## config.mk

```make
export PLATFORM = sky130hd
export DESIGN_NAME = ysyx_23060124_if_id_queue
export DESIGN_NICKNAME = d
export VERILOG_FILES = /design/src/rtl/ysyx_23060124_if_id_queue.sv
export SDC_FILE = /design/constraint.sdc
export NUM_CORES = 1
export LEC_CHECK = 0
export ABC_AREA = 0
export BUFFER_PORTS_ARGS = -buffer_cell sky130_fd_sc_hd__buf_2
export CAP_MARGIN = 0
export CORE_MARGIN = 1.5
export CORE_UTILIZATION = 35
export CTS_BUF_LIST = sky130_fd_sc_hd__clkbuf_4 sky130_fd_sc_hd__clkbuf_8 sky130_fd_sc_hd__clkbuf_16
export DETAILED_ROUTE_END_ITERATION = 6
export GPL_TIMING_DRIVEN = 1
export PLACE_DENSITY = 0.54
export SYNTH_ARGS = -nofsm -noshare
export SYNTH_HDL_FRONTEND = slang
export SYNTH_SLANG_ARGS = --single-unit
```

## constraint.sdc

```tcl
create_clock -name clk -period 1.9 [get_ports clk]
set_clock_uncertainty 0.05 [all_clocks]
set_input_delay 0.38 -clock clk [delete_from_list [all_inputs] [get_ports clk]]
set_output_delay 0.38 -clock clk [all_outputs]
set_load 0.05 [all_outputs]
```

## src/rtl/ysyx_23060124_if_id_queue.sv

```systemverilog
// ysyx_23060124_if_id_queue: IFU->IDU fetch FIFO with valid/ready handshake and one-cycle flush
module ysyx_23060124_if_id_queue #(
  parameter int DEPTH = 2,
  parameter int ISA_WIDTH = 32
) (
  input  logic                       clk,
  input  logic                       rst,
  input  logic                       flush,
  input  logic                       in_valid,
  output logic                       in_ready,
  input  logic [ISA_WIDTH-1:0]       in_pc,
  input  logic [ISA_WIDTH-1:0]       in_ins,
  input  logic                       in_err,
  output logic                       out_valid,
  input  logic                       out_ready,
  output logic [ISA_WIDTH-1:0]       out_pc,
  output logic [ISA_WIDTH-1:0]       out_ins,
  output logic                       out_err,
  output logic [$clog2(DEPTH):0]     count
);
  localparam int AW = $clog2(DEPTH);
  localparam int CW = AW + 1;
  logic [ISA_WIDTH-1:0] pc_q [DEPTH];
  logic [ISA_WIDTH-1:0] ins_q [DEPTH];
  logic [DEPTH-1:0] err_q;
  logic [AW-1:0] wr_ptr_q, wr_ptr_d, rd_ptr_q, rd_ptr_d;
  logic [CW-1:0] count_q, count_d;
  logic push, pop;
  always_comb begin
    in_ready  = count_q != CW'(DEPTH);
    out_valid = count_q != '0;
    push      = in_valid & in_ready;
    pop       = out_valid & out_ready;
    wr_ptr_d  = flush ? '0 : wr_ptr_q + AW'(push);
    rd_ptr_d  = flush ? '0 : rd_ptr_q + AW'(pop);
    count_d   = flush ? '0 : count_q + CW'(push) - CW'(pop);
    out_pc    = pc_q[rd_ptr_q];
    out_ins   = ins_q[rd_ptr_q];
    out_err   = err_q[rd_ptr_q];
    count     = count_q;
  end
  always_ff @(posedge clk or negedge rst) begin
    if (!rst) begin
      wr_ptr_q <= '0;
      rd_ptr_q <= '0;
      count_q  <= '0;
      err_q    <= '0;
      for (int i = 0; i < DEPTH; i++) begin
        pc_q[i]  <= '0;
        ins_q[i] <= '0;
      end
    end else begin
      wr_ptr_q <= wr_ptr_d;
      rd_ptr_q <= rd_ptr_d;
      count_q  <= count_d;
      if (push && !flush) begin
        pc_q[wr_ptr_q]  <= in_pc;
        ins_q[wr_ptr_q] <= in_ins;
        err_q[wr_ptr_q] <= in_err;
      end
    end
  end
  a_no_overflow: assert property (@(posedge clk) disable iff (!rst) !(in_valid && in_ready && count_q == CW'(DEPTH)));
  a_no_underflow: assert property (@(posedge clk) disable iff (!rst) !(out_valid && out_ready && count_q == '0));
endmodule

```

# [After elaboration in Yosys (flattened, before gate mapping)]
# Cells that the tools add are included.
[totals] ff_bits=134 inputBits=70 out_inout_bits=69
[op_classes] add_sub_neg=4 magnitude_cmp=6 n_eq_ne=1 muxes=18 n_bitwise=4 reduce_logical=5
[op_table] operator="$mux W32" n=7
[op_table] operator="$bwmux W64" n=2
[op_table] operator="$demux W32 S1" n=1
[op_table] operator="$mux W1" n=5
[op_table] operator="$ge A2 B2 Y1 const B" n=2
[op_table] operator="$lt A1 B2 Y1 const B" n=2
[op_table] operator="$not A1 Y2" n=2
[op_table] operator="$logic_and A1 B1 Y1" n=3
[op_table] operator="$add A1 B1 Y1" n=2
[op_table] operator="$add A2 B1 Y2" n=1
[op_table] operator="$and A1 B1 Y1" n=2
[op_table] operator="$bwmux W2" n=1
[op_table] operator="$lt A2 B1 Y1 const B" n=1
[op_table] operator="$mux W2" n=1
[op_table] operator="$ne A2 B2 Y1 const B" n=1
[op_table] operator="$reduce_bool A2 Y1" n=1
[op_table] operator="$sub A2 B1 Y2" n=1
[op_table] operator="$demux W1 S1" n=1
[op_table] operator="$ge A1 B1 Y1 const B" n=1
[op_table] operator="$logic_not A1 Y1" n=1

# [Logic depth before layout (Yosys ltp)]
# Gate-level depths: netlist of run 1.
[depth] depth_word=6 ltp_mapped=8 depth_no_buf=8

# [Least setup slack after synthesis of run 1]
# OpenSTA, ideal clock, no wires.
[synth_path] kind="register to register" start="reg count_q[1] (netlist: count[1])" end="reg ins_q[12] (netlist name)" setup_time_ps=125 arrival_ps=1866 t_required_ps=1725 slack_ps=-142 stages_incl_launch_ff=7 path_buffers=2 period_less_slack_ps=2042 path_cell_list="dfrtp_1 -> nor2b_4 -> inv_2 -> nand4b_2 -> buf_6 -> buf_12 -> mux2_4"
[synth_between] elab_chain_len=3
[synth_lines] item="start, declared" line="27" text="logic [CW-1:0] count_q, count_d;"
[synth_lines] item="start signal, assigned" line="55" text="count_q <= count_d;"
[synth_lines] item="$ne A2 B2 Y1" line="30" text="in_ready = count_q != CW'(DEPTH);"
[synth_lines] item="named net in_ready" line="10" text="output logic in_ready,"
[synth_lines] item="$and A1 B1 Y1" line="32" text="push = in_valid & in_ready;"
[synth_lines] item="$logic_and A1 B1 Y1" line="56" text="if (push && !flush) begin"
[synth_lines] item="end signal, assigned by index" line="58" text="ins_q[wr_ptr_q] <= in_ins;"
[synth_lines] item="end, declared" line="24" text="logic [ISA_WIDTH-1:0] ins_q [DEPTH];"
# The timed path passes the listed nets, and every way through them passes these cells.
# A chain may end at the register's enable or synchronous reset.

# [Final worst setup path of run 1]
[layout_path] start="reg rd_ptr_q" end="out out_ins[21]"
[layout_between] elab_chain_len=4
[layout_lines] item="start, declared" line="26" text="logic [AW-1:0] wr_ptr_q, wr_ptr_d, rd_ptr_q, rd_ptr_d;"
[layout_lines] item="start signal, assigned" line="54" text="rd_ptr_q <= rd_ptr_d;"
[layout_lines] item="$not A1 Y2 (implied by the code)" line="38" text="out_ins = ins_q[rd_ptr_q];"
[layout_lines] item="$mux W32 (implied by the code) (3 in a row)" line="38"
[layout_lines] item="end, declared" line="17" text="output logic [ISA_WIDTH-1:0] out_ins,"
# Every way passes these cells. The select of a mux whose other input is x is not followed.

==> impl_metrics.json, run 1 <==
{
  "status": "complete, but fails checks",
  "violations": "negative setup slack",
  "arrival_ns": 1.67,
  "grt_pass1_vias": 3987,
  "placed_cells": 723,
  "antenna_found_initial": 1,
  "clk_pin_slew_ns": 0.06,
  "area.growth.synth_to_final_pct": 38.9,
  "vias_per_cell": 4.70,
  "io_buffers": 138,
  "r2r_cells": 4,
  "antenna_cells": 0,
  "vias": 3595,
  "first_iter_violations": 93,
  "syn_nets": 442,
  "busiest_layer": "met2",
  "cp-end-kind": "primary output",
  "final_cell_mix": "dfrtp_1 (131), mux2_4 (82), buf_2 (72), mux2_2 (63), mux2_1 (50)",
  "grt_max_degree": 46,
  "grtUsageTotal": 0.150,
  "initial_utilization": 0.356,
  "max_cap_viol_count": 0,
  "netlist_instances": 370,
  "yosysUniqueCellTypes": 25,
  "die_w_um": 135,
  "r2r-start": "count[1]$_DFF_PN0_",
  "rows": 48,
  "yosys_warnings": 0,
  "ys_ff_latch": 134,
  "grt_use_met3": 0.0621,
  "required_ns": 1.47,
  "rsz0062_at_grt": "yes",
  "clock-sinks": 134,
  "drive_gt1_frac": 0.637,
  "die_area_um2": 18300,
  "final_common_cell": "dfrtp_1",
  "critPathTopFamily": "buffers and inverters",
  "max_freq_mhz": 476,
  "fill_cells": 1479,
  "routedWlPerCell_um": 17.5,
  "worstSkewPairLatency_ns": 0.41,
  "drt_wl_total_mm": 13.4,
  "hold_depth": 2,
  "hold_path.class": "primary input to flop",
  "boundaryPins": 139,
  "detail-route-antenna-nets": 0,
  "relSlewSlack": 0.709,
  "start_kind": "flop",
  "vdd.ir_drop.worst_uv": 1180,
  "syn_area_per_cell_um2": 16.6,
  "gp_congestion": 0.744,
  "grt-ovfl-total": 0,
  "rrSetupSlack_ns": 0.20,
  "finalWorstSetupSlack_ns": -0.200,
  "cts_tree": "built",
  "critical_path_class": "flop to primary output",
  "nets": 599,
  "min_from": "in_ins[6]",
  "min_period_ns": 2.10,
  "hold_violations": 0,
  "grt_pass1_wl_mm": 21.0,
  "reg2reg_to": "pc_q[50]$_DFFE_PN0P_",
  "crit_cells": 4,
  "cpMaxStageDelayCell": "dfrtp_2",
  "design.core.area_um2": 17200,
  "p_total_mw": 18.1,
  "crit_fanout": 6,
  "netlist_area_um2": 6140,
  "path_buf_inv": 3,
  "instances_no_fill": 765,
  "clock_path_buffers": 2,
  "hold_path_end": "ins_q[38]$_DFFE_PN0P_",
  "drc": 0,
  "setup_viol": 65,
  "p_leak_nw": 4.01,
  "yosysSeqAreaShare": 0.546,
  "root_buffer": "clkbuf_16",
  "numCtsBuffers": 17,
  "slew_violations": 0,
  "worstPathCellList": "buf_12 -> clkbuf_16 -> mux2_4 -> buf_8",
  "finalCritPeriodShare": 1.11,
  "grt_use_met1": 0.197,
  "worstMarginPinSlew_ns": 0.437,
  "grtUsageMet2": 0.226,
  "dp_hpwl_mm": 8.09,
  "max_stage_delay_ns": 0.46,
  "die_h_um": 135,
  "fin_hold_ws_ns": 0.143,
  "firstDrtPassIters": 4,
  "htreeDepth": 4,
  "p_per_area_nw_per_um2": 2130
}
[area by class of cell]
| cell class | count | area (um2) | area share |
|---|---|---|---|
| Clock inverter | 11 | 170 | 0.0200 |
| Sequential cell | 134 | 3360 | 0.394 |
| Multi-Input combinational cell | 212 | 2660 | 0.312 |
| Tap cell | 225 | 282 | 0.0330 |
| Clock buffer | 21 | 480 | 0.0564 |
| Timing Repair Buffer | 159 | 1560 | 0.183 |
| Inverter | 3 | 11.3 | 0.00132 |
[worst reg2reg max path: cells and delay by family, from the launching register on]
family | cells | cell delay [ns]
DFF | 1 | 0.43
buffers and inverters | 1 | 0.27
muxes | 1 | 0.39
and+or+nand+nor | 2 | 0.42
[state kept, by name, summed over array words and instances (netlist names)]
signal and flops:
err_q 2, pc_q 64, count 2, ins_q 64, rd_ptr_q 1, wr_ptr_q 1
[metal layers]
layer / up-vias / part of all wire
li1: 1639 / -
met1: 1843 / 0.47
met2: 102 / 0.45
met3: 11 / 0.072
met4: 0 / 0.0090
met5: - / 0
[stage by stage]
| stage | setup WS [ns] | area [um2] | util | TNS (ns) |
|---|---|---|---|---|
| after floorplan | 0.0339 | 6140 | - | 0 |
| after global placement | 0.115 | 7080 | 0.411 | 0 |
| after detailed placement | 0.0803 | 7080 | 0.411 | 0 |
| after CTS | -0.244 | 8250 | 0.478 | -13.10 |
| after global routing | -0.260 | 8520 | 0.494 | -15.45 |
| final | -0.200 | 8520 | 0.494 | -11.36 |
[what timing repair did]
action | CTS | global route
endpoints found under the hold margin | 41 | 0
endpoints found under the setup margin | 65 | 65
gates cloned | 1 | 4
hold buffers | 1 | 0
buffers inserted | 3 | 2
gates resized for setup | 140 | 50
[cell families (layout without fill, tap and decap cells)]
group	count (synthesis)	count (layout)	share of synthesized area
AND/OR/NAND/NOR	9	9	0.0130
AO/OA/AOI/OAI	3	3	0.00285
multiplexers	195	195	0.388
flip-flops	134	134	0.546
adder cells (fa/ha/maj)	2	2	0.00408
buffers and inverters	24	194	0.0410
XOR/XNOR	3	3	0.00428
[synthesized netlist by cell type]
| library cell | number | area (um2) |
|---|---|---|
| ha_1 | 2 | 25.0 |
| xor2_1 | 1 | 8.76 |
| or3_1 | 1 | 6.26 |
| nand4b_2 | 1 | 15.0 |
| o21a_1 | 1 | 7.51 |
| clkbuf_1 | 2 | 7.51 |
| buf_12 | 5 | 100 |
| mux2_2 | 95 | 1070 |
| mux2_1 | 50 | 563 |
| mux2_4 | 50 | 751 |
| buf_6 | 2 | 22.5 |
| nor2b_1 | 1 | 6.26 |
| xnor2_1 | 2 | 17.5 |
| nor4_4 | 1 | 21.3 |
| nor2_1 | 2 | 7.51 |
| inv_1 | 1 | 3.75 |
| a21oi_1 | 1 | 5.00 |
| or2_2 | 1 | 6.26 |
| o21ai_0 | 1 | 5.00 |
| nand2_1 | 1 | 3.75 |
| inv_2 | 2 | 7.51 |
| dfrtp_1 | 134 | 3350 |
| buf_2 | 7 | 35.0 |
| nor2b_4 | 1 | 13.8 |
| buf_8 | 5 | 75.1 |
[where the power goes]
| part | internal (mW) | total, mW | leakage (nW) | switching [mW] |
|---|---|---|---|---|
| clock | 2.34 | 3.59 | 0.312 | 1.25 |
| combinational | 4.57 | 9.63 | 2.11 | 5.06 |
| sequential | 4.20 | 4.92 | 1.59 | 0.721 |
| total | 11.1 | 18.1 | 4.01 | 7.03 |
[worst max path at each step]
stage	startpoint	endpoint	slack, ns
CTS	rd_ptr_q$_DFF_PN0_	out_pc[15]	-0.24
global route	rd_ptr_q$_DFF_PN0_	out_ins[1]	-0.26
finish	rd_ptr_q$_DFF_PN0_	out_ins[21]	-0.20
detailed placement	in_valid	ins_q[63]$_DFFE_PN0P_	0.08
floorplan	count[1]$_DFF_PN0_	ins_q[12]$_DFFE_PN0P_	0.03
global placement	in_valid	ins_q[63]$_DFFE_PN0P_	0.12
(Power assumes the default switching activity.)
==> run 2: changes to the inputs <==
- ABC_AREA: 0 -> 1
==> run 2 against run 1 <==
The flow still finishes with violations (negative setup slack). Power down 7.7%. Global-route usage increased by 4.9 points. Final cell count is 36% higher. Non-clock buffer count grew 3. Synthesized area up 1.5%. Synthesized cell count rose by 83%. Worst setup slack is essentially flat. First-iteration DRC count rose to 2.9 times the previous value. Combinational power is 9.8% lower. Critical endpoint is now out_pc[31].
==> impl_metrics.json, run 2 <==
{
  "status": "complete, but fails checks",
  "violations": "negative setup slack",
  "antenna_found_initial": 3,
  "grt_pass1_vias": 5497,
  "dp_hpwl_mm": 10.6,
  "rows": 48,
  "yosysSeqAreaShare": 0.538,
  "p_total_mw": 16.7,
  "critical_path_class": "flop to primary output",
  "vdd.ir_drop.worst_uv": 973,
  "nets": 872,
  "crit_fanout": 16,
  "die_h_um": 136,
  "multi_input_area_um2": 2620,
  "max_stage_delay_ns": 0.50,
  "design.core.area_um2": 17400,
  "critPathTopFamily": "flip-flops",
  "synth_flop_cell": "dfrtp_1",
  "area.growth.synth_to_final_pct": 32.8,
  "gp_congestion": 0.790,
  "reg_top3": "ins_q: 64 flops, pc_q: 64 flops",
  "numCtsBuffers": 17,
  "relSlewSlack": 0.658,
  "htreeDepth": 4,
  "io_buffers": 138,
  "finalCritPeriodShare": 1.11,
  "ys_top_cells_by_area": "dfrtp_1 (54%), nand2_1 (16%), mux2_2 (12%)",
  "detail-route-antenna-nets": 0,
  "grt_max_degree": 87,
  "synth_top_cell_by_area": "dfrtp_1",
  "max_cap_viol_count": 0,
  "finalWorstSetupSlack_ns": -0.200,
  "cp-end-kind": "primary output",
  "final_cell_mix": "nand2_1 (266), dfrtp_1 (130), buf_2 (71), nand3_1 (67), nand4_1 (66)",
  "hold_violations": 0,
  "required_ns": 1.47,
  "die_area_um2": 18600,
  "die_w_um": 136,
  "grt-ovfl-total": 0,
  "boundaryPins": 139,
  "wl_met2_mm": 8.51,
  "met1Wirelength_mm": 8.06,
  "rsz0062_at_grt": "yes",
  "root_buffer": "clkbuf_16",
  "drc": 0,
  "yosysUniqueCellTypes": 17,
  "clk_pin_slew_ns": 0.06,
  "min_period_ns": 2.10,
  "synthAdderAreaFrac": 0.00402,
  "synth_top_area_frac": 0.538,
  "netlist_area_um2": 6230,
  "drive_gt1_frac": 0.337,
  "synth_most_common_cell": "nand2_1",
  "syn_area_per_cell_um2": 9.22,
  "async_reset_ff_frac": 1.00,
  "cts_tree": "built",
  "synth_compound_area_frac": 0.00462,
  "start_kind": "flop",
  "path_buf_inv": 3,
  "vias": 5345,
  "yosys_warnings": 0,
  "grtUsageTotal": 0.199,
  "synthSimpleGateAreaFrac": 0.287,
  "wl_met3_um": 927,
  "synth_mux_area_frac": 0.117,
  "cpMaxStageDelayCell": "dfrtp_4",
  "vias_per_cell": 5.14,
  "worstSkewPairLatency_ns": 0.41,
  "clock_path_buffers": 2,
  "setup_viol": 65,
  "yosys-top-cells-count": "nand2_1 (267), dfrtp_1 (134), nand3_1 (67), nand4_1 (66), mux2_2 (65)",
  "synth_edf_count": 0,
  "routedWlPerCell_um": 17.2,
  "synth_top_family_by_area": "simple AND/OR/NAND/NOR gates",
  "drt_wl_total_mm": 17.9,
  "netlist_instances": 676,
  "hold_path.class": "primary input to flop",
  "fill_cells": 1602,
  "first_iter_violations": 274,
  "initial_utilization": 0.359,
  "fin_hold_ws_ns": 0.124,
  "critPathMostFrequentCell": "buf_12",
  "firstDrtPassIters": 4,
  "max_freq_mhz": 476,
  "worstPathCellList": "buf_12 -> buf_12 -> mux2_2 -> buf_6",
  "syn_nets": 748,
  "p_per_area_nw_per_um2": 2020,
  "clock-sinks": 134,
  "arrival_ns": 1.67,
  "p_leak_nw": 4.25,
  "synth_xor_area_frac": 0,
  "worstMarginPinSlew_ns": 0.513,
  "grt_pass1_wl_mm": 28.6,
  "ys_ff_latch": 134,
  "regArea_um2": 3360,
  "slew_violations": 0,
  "topRoutingLayerUsed": "met4",
  "final_common_cell": "nand2_1"
}
==> run 2: final cells by class <==
cell class | instances | share of cell area
Clock inverter | 4 | 0.00544
Multi-Input combinational cell | 479 | 0.317
Inverter | 6 | 0.00302
Antenna cell | 3 | 0.000907
Sequential cell | 134 | 0.406
Timing Repair Buffer | 162 | 0.171
Tap cell | 225 | 0.0340
Clock buffer | 27 | 0.0627
==> run 2: logic make-up (layout without fill, tap and decap cells) <==
logic type,Yosys count,after routing
AND/OR/NAND/NOR,409,409
flip-flops,134,134
multiplexers,65,65
buffers and inverters,63,199
AO/OA/AOI/OAI,3,3
adder cells (fa/ha/maj),2,2
other,0,3
==> run 2: path summary, 6_finish.rpt <==
| kind | start | end | slack [ns] | cells past startpoint |
|---|---|---|---|---|
| min reg2reg | ins_q[38]$_DFFE_PN0P_ | ins_q[38]$_DFFE_PN0P_ | 0.42 | 2 |
| max | rd_ptr_q$_DFF_PN0_ | out_pc[31] | -0.20 | 4 |
| min in group asynchronous | rst | pc_q[58]$_DFFE_PN0P_ | 0.41 | 2 |
| min | flush | count[0]$_DFF_PN0_ | 0.12 | 2 |
| max in group asynchronous | rst | pc_q[47]$_DFFE_PN0P_ | 0.80 | 3 |
| max reg2reg | count[0]$_DFF_PN0_ | ins_q[30]$_DFFE_PN0P_ | 0.31 | 5 |
==> run 2: timing repair <==
item | 4_1_cts | 5_1_grt
gates resized for setup | 131 | 4
hold buffers | 1 | 0
hold endpoints to repair | 38 | 0
buffers inserted | 2 | 1
setup endpoints to repair | 65 | 66
gates cloned | 1 | 0
==> run 2: report_power, final <==
part	total, mW	internal [mW]	switching (mW)	leakage, nW
combinational	8.69	3.26	5.43	2.29
clock	3.16	1.99	1.17	0.289
sequential	4.88	4.14	0.740	1.66
total	16.7	9.39	7.34	4.25
==> run 2: stage by stage <==
step,cell area (um2),cells,util,setup TNS (ns),setup WS (ns)
floorplan,6280,676,-,-0.000359,-0.000359
global placement,7230,1002,0.417,0,0.231
detailed placement,7230,1002,0.417,0,0.179
CTS,8280,1037,0.477,-13.14,-0.221
global route,8270,1039,0.477,-13.06,-0.248
finish,8280,1040,0.477,-10.17,-0.200
==> run 2: routing by layer <==
| layer | track usage | vias to the layer above |
|---|---|---|
| li1 | - | 2516 |
| met1 | 0.265 | 2643 |
| met2 | 0.318 | 159 |
| met3 | 0.0429 | 27 |
| met4 | 0.0774 | 0 |
| met5 | 0 | - |
==> run 3: changes to the inputs <==
- CORE_UTILIZATION: 35 -> 54
- PLACE_DENSITY: 0.54 -> 0.78
==> run 3 against run 2 <==
The run still ends with negative setup slack left. Non-clock buffer count decreased by 1. Register-to-register slack about the same. Sequential power about the same. Critical path depth decreased by 1. First-iteration DRC count increased by 86%. Sequential share of layout area increased by 0.89 points. Hold slack got worse by 0.0035 ns. Die area decreased by 34%. Power decreased by 0.51%. Critical path type unchanged. Largest cell class unchanged.
==> impl_metrics.json, run 3 (synthesis gave the netlist of run 2 again) <==
{
  "fin_hold_ws_ns": 0.120,
  "setup_viol": 65,
  "antenna_cells": 0,
  "pre_cts_slack_ns": 0.214,
  "dp_hpwl_mm": 9.73,
  "max_cap_viol_count": 0,
  "slew_violations": 0,
  "dpl_cell_area_um2": 7090,
  "finalCritPeriodShare": 1.09,
  "hold_violations": 0,
  "crit_cells": 3,
  "detail-route-antenna-nets": 0,
  "rows": 39,
  "die_area_um2": 12200,
  "drive_gt1_frac": 0.337,
  "grt_max_degree": 71,
  "p_per_area_nw_per_um2": 2060,
  "boundaryPins": 139,
  "routedWlPerCell_um": 17.4,
  "vias": 5460,
  "max_freq_mhz": 482,
  "grt_pass1_vias": 5708,
  "grt_pass1_wl_mm": 27.8,
  "io_buffers": 138,
  "hold_path.class": "primary input to flop",
  "cp-end-kind": "primary output",
  "worstSkewPairLatency_ns": 0.42,
  "relSlewSlack": 0.642,
  "critPathTopFamily": "flip-flops",
  "antenna_found_initial": 0,
  "initial_utilization": 0.551,
  "r2r_cells": 5,
  "post-route-util": 0.715,
  "grtUsageTotal": 0.283,
  "worstMarginPinSlew_ns": 0.537,
  "placed_cells": 919,
  "vdd.ir_drop.worst_uv": 1490,
  "rsz0062_at_grt": "yes",
  "worstPathCellList": "buf_12 -> mux2_2 -> buf_6",
  "die_h_um": 110,
  "grt-ovfl-total": 0,
  "gp_congestion": 0.801,
  "nets": 871,
  "final_common_cell": "nand2_1",
  "clk_pin_slew_ns": 0.06,
  "instances_no_fill": 955,
  "regArea_um2": 3360,
  "clock-sinks": 134,
  "design.core.area_um2": 11300,
  "crit_fanout": 31,
  "root_buffer": "clkbuf_16",
  "cts_tree": "built",
  "cpMaxStageDelayCell": "dfrtp_2",
  "numCtsBuffers": 17,
  "vias_per_cell": 5.72,
  "drc": 0,
  "violations": "negative setup slack",
  "firstDrtPassIters": 5,
  "final_cell_mix": "nand2_1 (266), dfrtp_1 (130), buf_2 (91), nand3_1 (67), nand4_1 (66)",
  "reg_top3": "ins_q: 64 flops, pc_q: 64 flops",
  "finalWorstSetupSlack_ns": -0.175,
  "min_period_ns": 2.07,
  "multi_input_area_um2": 2650,
  "required_ns": 1.47,
  "p_leak_nw": 4.25,
  "critical_path_class": "flop to primary output",
  "status": "complete, but fails checks",
  "area.growth.synth_to_final_pct": 29.9,
  "first_iter_violations": 509,
  "arrival_ns": 1.64,
  "hold_depth": 2,
  "path_buf_inv": 2,
  "start_kind": "flop",
  "design_area_um2": 8090,
  "htreeDepth": 4,
  "drt_wl_total_mm": 16.6,
  "die_w_um": 110,
  "fill_cells": 801,
  "max_stage_delay_ns": 0.41,
  "clock_path_buffers": 2
}
==> run 3: changes by cell type in the layout (fill, tap and decap cells not counted), sizes merged <==
cell / delta
bufinv: +2
clkinvlp: +1
diode: -3
clkinv: +3
clkbuf: -5
buf: -1
==> run 3: through the flow <==
step | power (mW) | setup TNS [ns]
global placement | 12.0 | 0
global route | 17.4 | -11.97
CTS | 16.5 | -9.46
detailed placement | 12.2 | 0
floorplan | 10.5 | -0.000359
finish | 16.6 | -9.27
==> run 3: power by group <==
group,leakage [nW],switching [mW],internal (mW),total [mW]
Clock,0.304,1.18,2.16,3.34
Combinational,2.28,5.39,3.03,8.41
Sequential,1.66,0.761,4.14,4.90
Total,4.25,7.33,9.32,16.6
==> run 3: area by class of cell <==
class / count / share of cell area
flip-flops and latches: 134 / 0.415
multi-input cells: 479 / 0.327
repair buffers: 161 / 0.158
clock buffers: 22 / 0.0587
well taps: 143 / 0.0221
clock inverters: 10 / 0.0158
inverters: 6 / 0.00309
==> run 3: per-layer routing <==
metal,share of wire,track usage,vias to the layer above,wire (um)
met1,0.40,0.349,2664,6660
met2,0.50,0.468,247,8370
li1,-,-,2513,-
met5,0,0,-,0
met3,0.069,0.0779,36,1140
met4,0.025,0.124,0,413
==> run 3: final timing paths <==
| kind | start | endpoint | slack (ns) |
|---|---|---|---|
| max in group asynchronous | rst | pc_q[3]$_DFFE_PN0P_ | 0.98 |
| hold reg to reg | ins_q[34]$_DFFE_PN0P_ | ins_q[34]$_DFFE_PN0P_ | 0.42 |
| hold / removal | flush | count[0]$_DFF_PN0_ | 0.12 |
| min in group asynchronous | rst | pc_q[57]$_DFFE_PN0P_ | 0.26 |
| setup / recovery | rd_ptr_q$_DFF_PN0_ | out_pc[28] | -0.17 |
| setup reg to reg | count[0]$_DFF_PN0_ | ins_q[44]$_DFFE_PN0P_ | 0.30 |
==> run 3: what timing repair did <==
item | 4_1_cts | 5_1_grt
resized for setup | 97 | 12
endpoints found under the setup margin | 65 | 65
hold endpoints to repair | 134 | 0
gates cloned | 1 | 0
setup buffers | 2 | 0
hold buffers | 1 | 0
